`config.mk`:
```
export PLATFORM = sky130hd
export DESIGN_NAME = instr_builder_flat
export DESIGN_NICKNAME = d
export VERILOG_FILES = /design/src/rtl/alu_pkg.sv /design/src/rtl/instr_builder_if.sv /design/src/rtl/instr_builder.sv /design/src/flat_wrapper.sv
export SDC_FILE = /design/constraint.sdc
export NUM_CORES = 1
export LEC_CHECK = 0
export CORE_MARGIN = 2
export CORE_UTILIZATION = 35
export DETAILED_ROUTE_END_ITERATION = 7
export PLACE_DENSITY_LB_ADDON = 0.1
export SYNTH_ARGS = -nofsm -noshare
export SYNTH_HDL_FRONTEND = slang
export SYNTH_SLANG_ARGS = --single-unit
```
`constraint.sdc`:
```
create_clock -name clk -period 1.6 [get_ports clk]
set_input_delay 0.4 -clock clk [delete_from_list [all_inputs] [get_ports clk]]
set_output_delay 0.4 -clock clk [all_outputs]
set_load 0.02 [all_outputs]
```
`src/rtl/alu_pkg.sv`:
```
// Shared ALU-datapath definitions: operand/opcode widths, instruction field
// positions and the entry-stage encoding used by the builder, FIFO and display.
package alu_pkg;

   localparam int DW = 6;
   localparam int SW = 3;
   localparam int IW = 2 * DW + SW;

   localparam int A_HI = 14;
   localparam int A_LO = 9;
   localparam int B_HI = 8;
   localparam int B_LO = 3;
   localparam int S_HI = 2;
   localparam int S_LO = 0;

   localparam int OP_MAX_DEFAULT = 5;

   // Encoding doubles as the 2-bit stage output that drives the entry LEDs.
   typedef enum logic [1:0] {
      ENTER_A  = 2'd0,
      ENTER_B  = 2'd1,
      ENTER_OP = 2'd2,
      HOLD     = 2'd3
   } entry_state_t;

endpackage

```
`src/rtl/instr_builder_if.sv`:
```
// Bundle between the button/switch front end and the instruction builder,
// including the FIFO write side (instr/instr_valid, fifo_full).
interface instr_builder_if;
   import alu_pkg::*;

   logic          press;
   logic          cancel;
   logic [DW-1:0] sw;
   logic          fifo_full;
   logic [IW-1:0] instr;
   logic          instr_valid;
   logic [1:0]    stage;
   logic [IW-1:0] preview;
   logic          reject;

   modport master (
      output press, cancel, sw, fifo_full,
      input  instr, instr_valid, stage, preview, reject
   );

   modport slave (
      input  press, cancel, sw, fifo_full,
      output instr, instr_valid, stage, preview, reject
   );

endinterface

```
`src/rtl/instr_builder.sv`:
```
// Builds the 15-bit {A,B,select} instruction from one 6-bit switch bank over
// three presses, then strobes it into the instruction FIFO.
//
//  state    | meaning
//  ---------+---------------------------------------------------------
//  ENTER_A  | waiting for press to latch operand A from sw
//  ENTER_B  | waiting for press to latch operand B from sw
//  ENTER_OP | waiting for press with a legal opcode in sw[SW-1:0]
//  HOLD     | word assembled, waiting for fifo_full to drop
module instr_builder
   import alu_pkg::*;
#(
   parameter int OP_MAX = OP_MAX_DEFAULT
) (
   input  logic           clk,
   input  logic           reset,
   instr_builder_if.slave bus
);

   localparam logic [SW-1:0] OP_LIMIT = SW'(OP_MAX);

   entry_state_t  state_q;
   entry_state_t  state_d;

   logic [DW-1:0] a_q;
   logic [DW-1:0] b_q;
   logic [SW-1:0] sel_q;
   logic [IW-1:0] instr_q;
   logic          valid_q;
   logic          reject_q;

   logic [SW-1:0] op_sw;
   logic          op_legal;
   logic          load_a;
   logic          load_b;
   logic          load_op;
   logic          issue;
   logic          bad_op;
   logic          clear_fields;

   assign op_sw    = bus.sw[SW-1:0];
   assign op_legal = (op_sw <= OP_LIMIT);

   always_ff @(posedge clk) begin
      if (reset) begin
         state_q <= ENTER_A;
      end else begin
         state_q <= state_d;
      end
   end

   // cancel outranks press everywhere; in HOLD it also outranks the issue.
   always_comb begin
      state_d      = state_q;
      load_a       = 1'b0;
      load_b       = 1'b0;
      load_op      = 1'b0;
      issue        = 1'b0;
      bad_op       = 1'b0;
      clear_fields = 1'b0;
      case (state_q)
         ENTER_A: begin
            if (bus.cancel) begin
               clear_fields = 1'b1;
            end else if (bus.press) begin
               load_a  = 1'b1;
               state_d = ENTER_B;
            end
         end
         ENTER_B: begin
            if (bus.cancel) begin
               clear_fields = 1'b1;
               state_d      = ENTER_A;
            end else if (bus.press) begin
               load_b  = 1'b1;
               state_d = ENTER_OP;
            end
         end
         ENTER_OP: begin
            if (bus.cancel) begin
               clear_fields = 1'b1;
               state_d      = ENTER_A;
            end else if (bus.press) begin
               if (!op_legal) begin
                  bad_op = 1'b1;
               end else begin
                  load_op = 1'b1;
                  if (bus.fifo_full) begin
                     state_d = HOLD;
                  end else begin
                     issue   = 1'b1;
                     state_d = ENTER_A;
                  end
               end
            end
         end
         HOLD: begin
            if (bus.cancel) begin
               state_d = ENTER_A;
            end else if (!bus.fifo_full) begin
               issue   = 1'b1;
               state_d = ENTER_A;
            end
         end
         default: begin
            state_d = ENTER_A;
         end
      endcase
   end

   always_ff @(posedge clk) begin
      if (reset) begin
         a_q      <= '0;
         b_q      <= '0;
         sel_q    <= '0;
         instr_q  <= '0;
         valid_q  <= 1'b0;
         reject_q <= 1'b0;
      end else begin
         valid_q  <= issue;
         reject_q <= bad_op;
         if (clear_fields) begin
            a_q   <= '0;
            b_q   <= '0;
            sel_q <= '0;
         end
         if (load_a) begin
            a_q <= bus.sw;
         end
         if (load_b) begin
            b_q <= bus.sw;
         end
         if (load_op) begin
            sel_q   <= op_sw;
            instr_q <= {a_q, b_q, op_sw};
         end
      end
   end

   // Live word for the entry display: sw stands in for the slot being entered.
   always_comb begin
      bus.stage   = state_q;
      bus.preview = '0;
      case (state_q)
         ENTER_A: begin
            bus.preview[A_HI:A_LO] = bus.sw;
         end
         ENTER_B: begin
            bus.preview[A_HI:A_LO] = a_q;
            bus.preview[B_HI:B_LO] = bus.sw;
         end
         ENTER_OP: begin
            bus.preview[A_HI:A_LO] = a_q;
            bus.preview[B_HI:B_LO] = b_q;
            bus.preview[S_HI:S_LO] = op_sw;
         end
         HOLD: begin
            bus.preview = instr_q;
         end
         default: begin
            bus.preview = '0;
         end
      endcase
   end

   assign bus.instr       = instr_q;
   assign bus.instr_valid = valid_q;
   assign bus.reject      = reject_q;

endmodule
```
`src/flat_wrapper.sv`:
```
// flat-port wrapper written by rule: the top's interface ports become plain ports
module instr_builder_flat import alu_pkg::*;
#(
   parameter int OP_MAX = OP_MAX_DEFAULT
)
  (clk, reset, bus_press, bus_cancel, bus_sw, bus_fifo_full, bus_instr, bus_instr_valid, bus_stage, bus_preview, bus_reject);
  instr_builder_if bus_i ();
  input  logic clk;
  input  logic reset;
  input wire logic [$bits(bus_i.press)-1:0] bus_press;
  input wire logic [$bits(bus_i.cancel)-1:0] bus_cancel;
  input wire logic [$bits(bus_i.sw)-1:0] bus_sw;
  input wire logic [$bits(bus_i.fifo_full)-1:0] bus_fifo_full;
  output wire logic [$bits(bus_i.instr)-1:0] bus_instr;
  output wire logic [$bits(bus_i.instr_valid)-1:0] bus_instr_valid;
  output wire logic [$bits(bus_i.stage)-1:0] bus_stage;
  output wire logic [$bits(bus_i.preview)-1:0] bus_preview;
  output wire logic [$bits(bus_i.reject)-1:0] bus_reject;
  assign bus_i.press = bus_press;
  assign bus_i.cancel = bus_cancel;
  assign bus_i.sw = bus_sw;
  assign bus_i.fifo_full = bus_fifo_full;
  assign bus_instr = bus_i.instr;
  assign bus_instr_valid = bus_i.instr_valid;
  assign bus_stage = bus_i.stage;
  assign bus_preview = bus_i.preview;
  assign bus_reject = bus_i.reject;
  instr_builder #(.OP_MAX(OP_MAX)) u_core (.clk(clk), .reset(reset), .bus(bus_i));
endmodule
```
Yosys cells after proc, flatten, opt, wreduce, memory -nomap -nowiden. Cells that the tools add are included.

Bits of input ports: 11. Logic and storage cells: 59. Register bits: 31. Output and inout port bits: 34.

Reduce and logical (&&, ||, !) cells: 7. $lt $le $gt $ge: 1. Multiplexer cells: 34. Bitwise logic cells: 2. Equal/unequal tests: 9.

Operators by type and width (count): 6-bit case mux with 3 select lines (2); 2-bit two-way mux (10); 6-bit two-way mux (3); 1-bit two-way mux (16); 3-bit != test (second input constant) (3); 2-bit case mux with 4 select lines (1); 3-bit case mux with 2 select lines (1); 6-bit AND reduction (1); 2-bit == test (second input constant) (2); 2-bit != test (second input constant) (2); 2-bit nonzero test (2); 4-bit OR reduction (1); 3-bit <= comparator (second input constant) (1); 3-bit by 2-bit != test with 1-bit output (second input constant) (1); 3-bit OR reduction (1); 2-bit by 1-bit == test with 1-bit output (second input constant) (1); 2-bit zero test (1); 1-bit inverter (2); 1-bit case mux with 2 select lines (1); 2-bit OR reduction (1).

Depth between registers and ports, before layout. Gate-level depths: netlist of the first run.

Depth after elaboration: 5. Gate-level depth with buffers: 8. Gate-level depth less buffers: 6.

Worst setup path before layout of the first run. OpenSTA, ideal clock, no wires.

Path kind: flip-flop to output port. From: register u_core.state_q[1] (netlist: u_core.bus.stage[1]). To: output bus_preview[10]. Path buffers: 2. Cell stages (with the launch flop): 6. Path slack: -0.486 ns. Required time: 1.200 ns. Arrival time: 1.686 ns. Cells stage by stage: dfxtp_1 -> ha_1 -> buf_2 -> clkbuf_1 -> a22oi_1 -> o21ai_0.

Longest elaborated chain between the ends: 3. Elaborated cells on any way between the ends: 6. Classes of those cells: eq/ne (3); mux (1); reduce/logical (2).

Ends and longest elaborated chain: start, declared (line instr_builder.sv:22) `entry_state_t state_q;`; start signal, assigned (line instr_builder.sv:48) `state_q <= state_d;`; 2-bit by 1-bit == test with 1-bit output / 2-bit == test (equally long branches) (line instr_builder.sv:144) `case (state_q)`; 2-bit OR reduction (no source line); 6-bit case mux with 3 select lines * (line instr_builder.sv:144); end, declared (line flat_wrapper.sv:17) `output wire logic [$bits(bus_i.preview)-1:0] bus_preview;`.

Mark *: on every way between the ends. The rest lies on a longest branch, timed or not.

Final worst setup path of the first run.
From: register u_core.state_q[0] (netlist: u_core.bus.stage[0]). To: output bus_preview[7].

Longest elaborated chain between the ends: 2. Elaborated cells on any way between the ends: 4. Classes of those cells: eq/ne (3); mux (1).

Ends and longest elaborated chain (line): 2-bit == test / 2-bit by 1-bit == test with 1-bit output (equally long branches) (instr_builder.sv:144); 6-bit case mux with 3 select lines * (instr_builder.sv:144).

Marks and branches as above.

==> results of run 1 <==
## Yosys cell counts, types with 3 or more instances
library cell,n
nand2_1,51
a21oi_1,19
ha_1,5
clkbuf_1,5
nand3_1,12
a222oi_1,6
o21ai_0,6
nand2b_1,4
a22oi_1,6
dfxtp_1,31
buf_2,6
a21oi_2,10
a22o_1,3
nor2_1,7
## power groups by stage
| stage | clock [mW] | combinational, mW | sequential, mW |
|---|---|---|---|
| floorplan | 0 | 0.362 | 0.837 |
| global placement | 0 | 0.681 | 0.828 |
| detailed placement | 0 | 0.696 | 0.830 |
| CTS | 0.750 | 0.776 | 0.817 |
| global route | 0.804 | 0.847 | 0.822 |
| finish | 0.746 | 0.799 | 0.820 |
## through the flow
stage | total power, mW | instance area [um2] | setup TNS, ns | setup slack, ns | utilization, %
global placement | 1.51 | 2530 | -14.25 | -0.661 | 59.0
CTS | 2.34 | 2760 | -5.67 | -0.417 | 64.2
floorplan | 1.20 | 1670 | -0.227 | -0.0553 | -
detailed placement | 1.53 | 2530 | -15.18 | -0.700 | 59.0
global route | 2.47 | 2830 | -7.45 | -0.485 | 65.8
finish | 2.36 | 2830 | -5.71 | -0.394 | 65.8
## logic make-up after synthesis
logic type	count (synthesis)	share of synthesized area (%)
compound gates	56	25.0
fa+ha+maj	5	4.05
buf+inv	17	5.35
flops	31	40.2
mux	1	0.648
simple gates	84	24.8
## layout make-up
type	count	area share, %
clock buffer	7	3.81
clock inverter	1	0.177
inverter	2	0.443
multi-input combinational	146	36.5
sequential	31	22.2
tap	52	2.30
timing repair buffer	106	34.5
## flip-flops by register name, summed over array words and instances, names as in the netlist
name / count
u_core.a_q: 6
u_core.b_q: 6
u_core.bus.instr: 15
u_core.bus.instr_valid: 1
u_core.bus.reject: 1
u_core.bus.stage: 2
## worst min-delay path: stages, from the launching register on
cell,delay [ns]
dfxtp_1,0.32
nand2_1,0.06
a21oi_1,0.05
## path summary, 6_finish.rpt
| kind | from | end | slack, ns | cells after the start |
|---|---|---|---|---|
| setup / recovery | u_core.bus.stage[0]$_SDFFE_PP0P_ | bus_preview[7] | -0.39 | 6 |
| setup reg to reg | u_core.bus.stage[1]$_SDFFE_PP0P_ | u_core.bus.instr[4]$_SDFFE_PP0P_ | -0.09 | 9 |
| hold reg to reg | u_core.bus.instr[1]$_SDFFE_PP0P_ | u_core.bus.instr[1]$_SDFFE_PP0P_ | 0.48 | 2 |
| hold / removal | u_core.bus.instr[1]$_SDFFE_PP0P_ | u_core.bus.instr[1]$_SDFFE_PP0P_ | 0.48 | 2 |
## routing by layer
layer	global-route usage, %	vias to the layer above
met5	0	-
met4	6.20	0
met3	5.48	6
met2	37.3	51
met1	27.2	872
li1	-	879
## repair_timing
action | 4_1_cts | 5_1_grt
pin swaps | 16 | 10
buffers inserted | 3 | 2
gates resized for setup | 124 | 12
setup endpoints to repair | 52 | 34
cloned | 0 | 1
==> summary.txt, run 1 <==
status = finished, violations left
failing checks = negative setup slack
Slowest-stage cell, CP = dfxtp_4
min cycle time layout = 1.99 ns
layout cell share with drive strength beyond 1 = 45.1%
Crit path max-delay family = buffers and inverters
leak pwr = 1.18 nW
Area Overhead vs Synth = 83.0%
# nets final = 308
Final Skew = 0.00752 ns
FFs w/ async S/R, synth = 0%
Syn. warnings = 0
global route total overflow = 0
H-Tree Depth = 2
dominant cell type by area after synthesis = dfxtp_1
Top Ports = 45
dominant synthesized flop cell = dfxtp_1
CP bufs+invs = 3
sequential fraction of the synthesis area = 40.2%
Gate power share = 33.8%
Max Cap Viol = 0
normalized max-slew margin = 78.2%
Syn Nets = 210
final cell count without fillers = 345
worst skew pair latency = 0.29 ns
number of synthesized flops with an enable pin = 0
commonest non-fill, non-tap cell in the layout = buf_4
Max Slew Vio Count = 0
# fillers = 360
count of cell types in the netlist = 32
Achievable Freq = 502 MHz
1st-iter DRT viols = 114
RSZ-0062 raised after global routing = true
pwr dens = 837 nW/um2
internal power = 1.63 mW
Chip Width = 70.4 um
Detail Placement HPWL = 3650 um
Final Cycle Share = 125%
Hold Crit Class = flop to flop
drt pass-1 iters = 6
CTS root buffer = clkbuf_8
Die H = 70.4 um
ant diodes = 0
crit end category = primary output
register bit total from synthesis = 31
core region area = 4290 um2
die area = 4960 um2
gpl congestion = 0.832
share of the synthesized area in the top cell type = 40.2%
smallest hold slack = 0.483 ns
Metal-1 WL = 2320 um
cts bufs inserted = 5
CP most frequent cell = buf_6
kind of start point of the critical path = flop
WP data required = 1.20 ns
Top Layer Used = met4
Reg clk slew, reported paths = 0.06 ns
met3 WL post-DR = 227 um
critical path's largest stage delay = 0.38 ns
Crit path arrival time = 1.59 ns
routed wire length = 5310 um
clock share of power = 31.5%
Final Hold Viols = 0
Setup Crit Path Kind = flop to primary output
antenna violations before repair = 0
measured slew at the worst slew-check pin = 0.326 ns
DR WL/cell = 15.4 um
Synth area leaders = dfxtp_1 (40%), nand2_1 (12%), a21oi_1 (6.2%), a21oi_2 (5.7%), ha_1 (4.1%)
syn_area_per_cell = 7.96 um2
drt drc = 0
CTS tree = built
antenna viol nets, final = 0
# setup viols final = 30
NetSw = 0.735 mW
vias in the first global route = 1,782
total track usage = 21.9%
maximum root-to-sink buffer count = 2
area of the multi-input gates = 1030 um2
cells along the critical path = buf_6, ha_4, a222oi_1, buf_4, nor2_4, buf_6
storage element area = 628 um2
Post-Syn Area = 1540 um2
setup ws final = -0.394 ns
largest net degree at the start of global routing = 19
first-pass GRT wire length = 8570 um
cell count after synthesis = 194
maximum VDD drop = 0.605 mV
FP Rows = 24
switch share = 31.1%
# placed instances = 332
most frequent cells in the layout = buf_4 (56), nand2_1 (51), dfxtp_1 (29), dlygate4sd2_1 (17)
Starting Density = 36.0%
vias per cell = 5.24
IO Port Bufs = 44
met2 wire length = 2720 um
Hold Buf Count CTS = 0
crit path max fanout = 7
Flop pwr share = 34.7%
via count = 1,808
clock sink count = 31
No activity file was read; power rests on OpenSTA's default activity.
==> inputs of run 2 (changes only) <==
--- a/config.mk
+++ b/config.mk
@@ -7,6 +7,7 @@
 export LEC_CHECK = 0
 export CORE_MARGIN = 2
 export CORE_UTILIZATION = 35
+export CTS_CLUSTER_DIAMETER = 100
 export DETAILED_ROUTE_END_ITERATION = 7
 export PLACE_DENSITY_LB_ADDON = 0.1
 export SYNTH_ARGS = -nofsm -noshare
==> results of run 2 <==
Final layout, timing and power as in run 1 (identical DEF).
==> inputs of run 3 (changes only) <==
--- a/config.mk
+++ b/config.mk
@@ -10,6 +10,7 @@
 export CTS_CLUSTER_DIAMETER = 100
 export DETAILED_ROUTE_END_ITERATION = 7
 export PLACE_DENSITY_LB_ADDON = 0.1
+export REMOVE_ABC_BUFFERS = 1
 export SYNTH_ARGS = -nofsm -noshare
 export SYNTH_HDL_FRONTEND = slang
 export SYNTH_SLANG_ARGS = --single-unit
==> run 3 against run 2 <==
  * The flow still finishes with violations (negative setup slack)
  * Combinational power down 23%
  * First-iteration DRC count down 11%
  * Cell area down 4.3%
  * Sequential cell count unchanged
  * Die area unchanged
  * Worst setup slack worse by 0.015 ns
  * Total power down 11%
  * Clock skew up 0.0012 ns
  * Via count down 1.4%
  * Global-route usage up 1.2 points
  * Critical path type unchanged
==> summary.txt, run 3 (same netlist as run 1, synthesis figures left out) <==
clock sink count = 31 (unchanged)
H-Tree Depth = 2 (unchanged)
most frequent cells in the layout = buf_4 (55), nand2_1 (50), dfxtp_1 (29), dlygate4sd2_1 (17), a21oi_2 (15) (was buf_4 (56), nand2_1 (51), dfxtp_1 (29), dlygate4sd2_1 (17))
measured slew at the worst slew-check pin = 0.349 ns (was 0.326 ns)
final core utilization = 62.9% (was 65.8%)
setup ws final = -0.408 ns (was -0.394 ns)
crit end category = primary output (unchanged)
# placed instances = 327 (was 332)
final cell count without fillers = 342 (was 345)
IO Port Bufs = 44 (unchanged)
DR WL/cell = 16.2 um (was 15.4 um)
first-pass GRT wire length = 9010 um (was 8570 um)
maximum VDD drop = 0.409 mV (was 0.605 mV)
# setup viols final = 26 (was 30)
maximum root-to-sink buffer count = 2 (unchanged)
pwr dens = 780 nW/um2 (was 837 nW/um2)
normalized max-slew margin = 76.4% (was 78.2%)
routed wire length = 5520 um (was 5310 um)
switch share = 31.1% (about the same)
Starting Density = 36.0% (unchanged)
NetSw = 0.655 mW (was 0.735 mW)
Area Overhead vs Synth = 75.0% (was 83.0%)
RSZ-0062 raised after global routing = true (unchanged)
Detail Placement HPWL = 3500 um (was 3650 um)
Gate power share = 29.2% (was 33.8%)
Setup Crit Path Kind = flop to primary output (unchanged)
total track usage = 23.1% (was 21.9%)
Hold Buf Count CTS = 0 (unchanged)
core region area = 4290 um2 (unchanged)
cts bufs inserted = 5 (unchanged)
WP data required = 1.20 ns (about the same)
crit path max fanout = 7 (unchanged)
CTS root buffer = clkbuf_8 (unchanged)
Die H = 70.4 um (unchanged)
Max Slew Vio Count = 0 (unchanged)
ant diodes = 0 (unchanged)
Crit path arrival time = 1.61 ns (was 1.59 ns)
area of the multi-input gates = 978 um2 (was 1030 um2)
Final Cycle Share = 126% (was 125%)
# nets final = 305 (was 308)
storage element area = 623 um2 (was 628 um2)
Max Cap Viol = 0 (unchanged)
antenna violations before repair = 0 (unchanged)
via count = 1,783 (was 1,808)
antenna viol nets, final = 0 (unchanged)
min cycle time layout = 2.01 ns (was 1.99 ns)
clock share of power = 32.5% (was 31.5%)
number of flip-flops in the largest register = 15 (unchanged)
vias per cell = 5.21 (was 5.24)
post-route setup TNS = -5.82 ns (was -5.71 ns)
internal power = 1.45 mW (was 1.63 mW)
status = finished, violations left (unchanged)
post-route design area = 2700 um2 (was 2830 um2)
gpl congestion = 0.796 (was 0.832)
FP Rows = 24 (unchanged)
failing checks = negative setup slack (unchanged)
Achievable Freq = 498 MHz (was 502 MHz)
leak pwr = 1.16 nW (was 1.18 nW)
Final Hold Viols = 0 (unchanged)
commonest non-fill, non-tap cell in the layout = buf_4 (unchanged)
placed inst area = 2400 um2 (was 2530 um2)
worst skew pair latency = 0.29 ns (about the same)
Chip Width = 70.4 um (unchanged)
Hold Crit Class = input pin to flop (was flop to flop)
drt pass-1 iters = 6 (unchanged)
global route total overflow = 0 (unchanged)
drt drc = 0 (unchanged)
Reg clk slew, reported paths = 0.07 ns (was 0.06 ns)
# fillers = 377 (was 360)
kind of start point of the critical path = flop (unchanged)
Final Skew = 0.00875 ns (was 0.00752 ns)
vias in the first global route = 1,829 (was 1,782)
Top Ports = 45 (unchanged)
1st-iter DRT viols = 101 (was 114)
CTS tree = built (unchanged)
Flop pwr share = 38.2% (was 34.7%)
dpl ws = -0.598 ns (was -0.700 ns)
largest net degree at the start of global routing = 20 (was 19)
die area = 4960 um2 (unchanged)
layout cell share with drive strength beyond 1 = 42.4% (was 45.1%)
[run 3: changes by cell type in the layout (fill, tap and decap cells not counted), moves of 5 or more]
cell and change:
buf_2 +5, buf_6 -7, nor2_1 +6, nor2_4 -6
o21ai_1 +5, o21ai_2 -5
[run 3: path summary, 6_finish.rpt]
path | startpoint | end | slack [ns] | depth (start not counted)
setup / recovery | u_core.bus.stage[1]$_SDFFE_PP0P_ | bus_preview[7] | -0.41 | 6
hold / removal | bus_cancel | u_core.bus.instr_valid$_SDFF_PP0_ | 0.46 | 2
setup reg to reg | u_core.bus.stage[1]$_SDFFE_PP0P_ | u_core.bus.stage[0]$_SDFFE_PP0P_ | -0.08 | 9
hold reg to reg | u_core.bus.instr[1]$_SDFFE_PP0P_ | u_core.bus.instr[1]$_SDFFE_PP0P_ | 0.48 | 2
[run 3: critical path, stage by stage (launching register included)]
cell and delay, ns:
dfxtp_2 0.34, buf_6 0.12, ha_4 0.16, buf_12 0.13, a222oi_1 0.34, nor2_1 0.07, buf_4 0.16
[run 3: area by class of cell]
class | instances | area share, %
multi-input cells | 146 | 36.2
repair buffers | 103 | 34.4
well taps | 52 | 2.41
clock buffers | 8 | 3.70
flip-flops and latches | 31 | 23.1
inverters | 2 | 0.278
[run 3: power groups by stage]
stage / combinational (mW) / sequential [mW] / clock (mW)
after floorplan: 0.243 / 0.831 / 0
after global placement: 0.551 / 0.818 / 0
after detailed placement: 0.557 / 0.818 / 0
after CTS: 0.592 / 0.806 / 0.705
after global routing: 0.660 / 0.808 / 0.737
final: 0.616 / 0.806 / 0.686
[run 3: through the flow]
step | power (mW) | hold WS, ns
finish | 2.11 | 0.462
global route | 2.21 | 0.460
CTS | 2.10 | 0.480
detailed placement | 1.37 | 0.471
global placement | 1.37 | 0.459
floorplan | 1.07 | 0.439
[run 3: layer usage]
metal  vias to the layer above  wire length (um)  part of all wire [%]  global-route usage, %
li1                        869                 -                     -                      -
met1                       854              2380                    43                   29.2
met2                        50              2680                    48                   37.9
met3                        10               338                   6.1                   4.18
met4                         0               121                   2.2                   10.5
met5                         -                 0                     0                      0
[run 3: timing repair]
item	in CTS	in global routing
cloned	1	1
hold endpoints to repair	0	0
buffers inserted	3	2
resized for setup	127	18
endpoints found under the setup margin	50	46
pin swaps	13	10
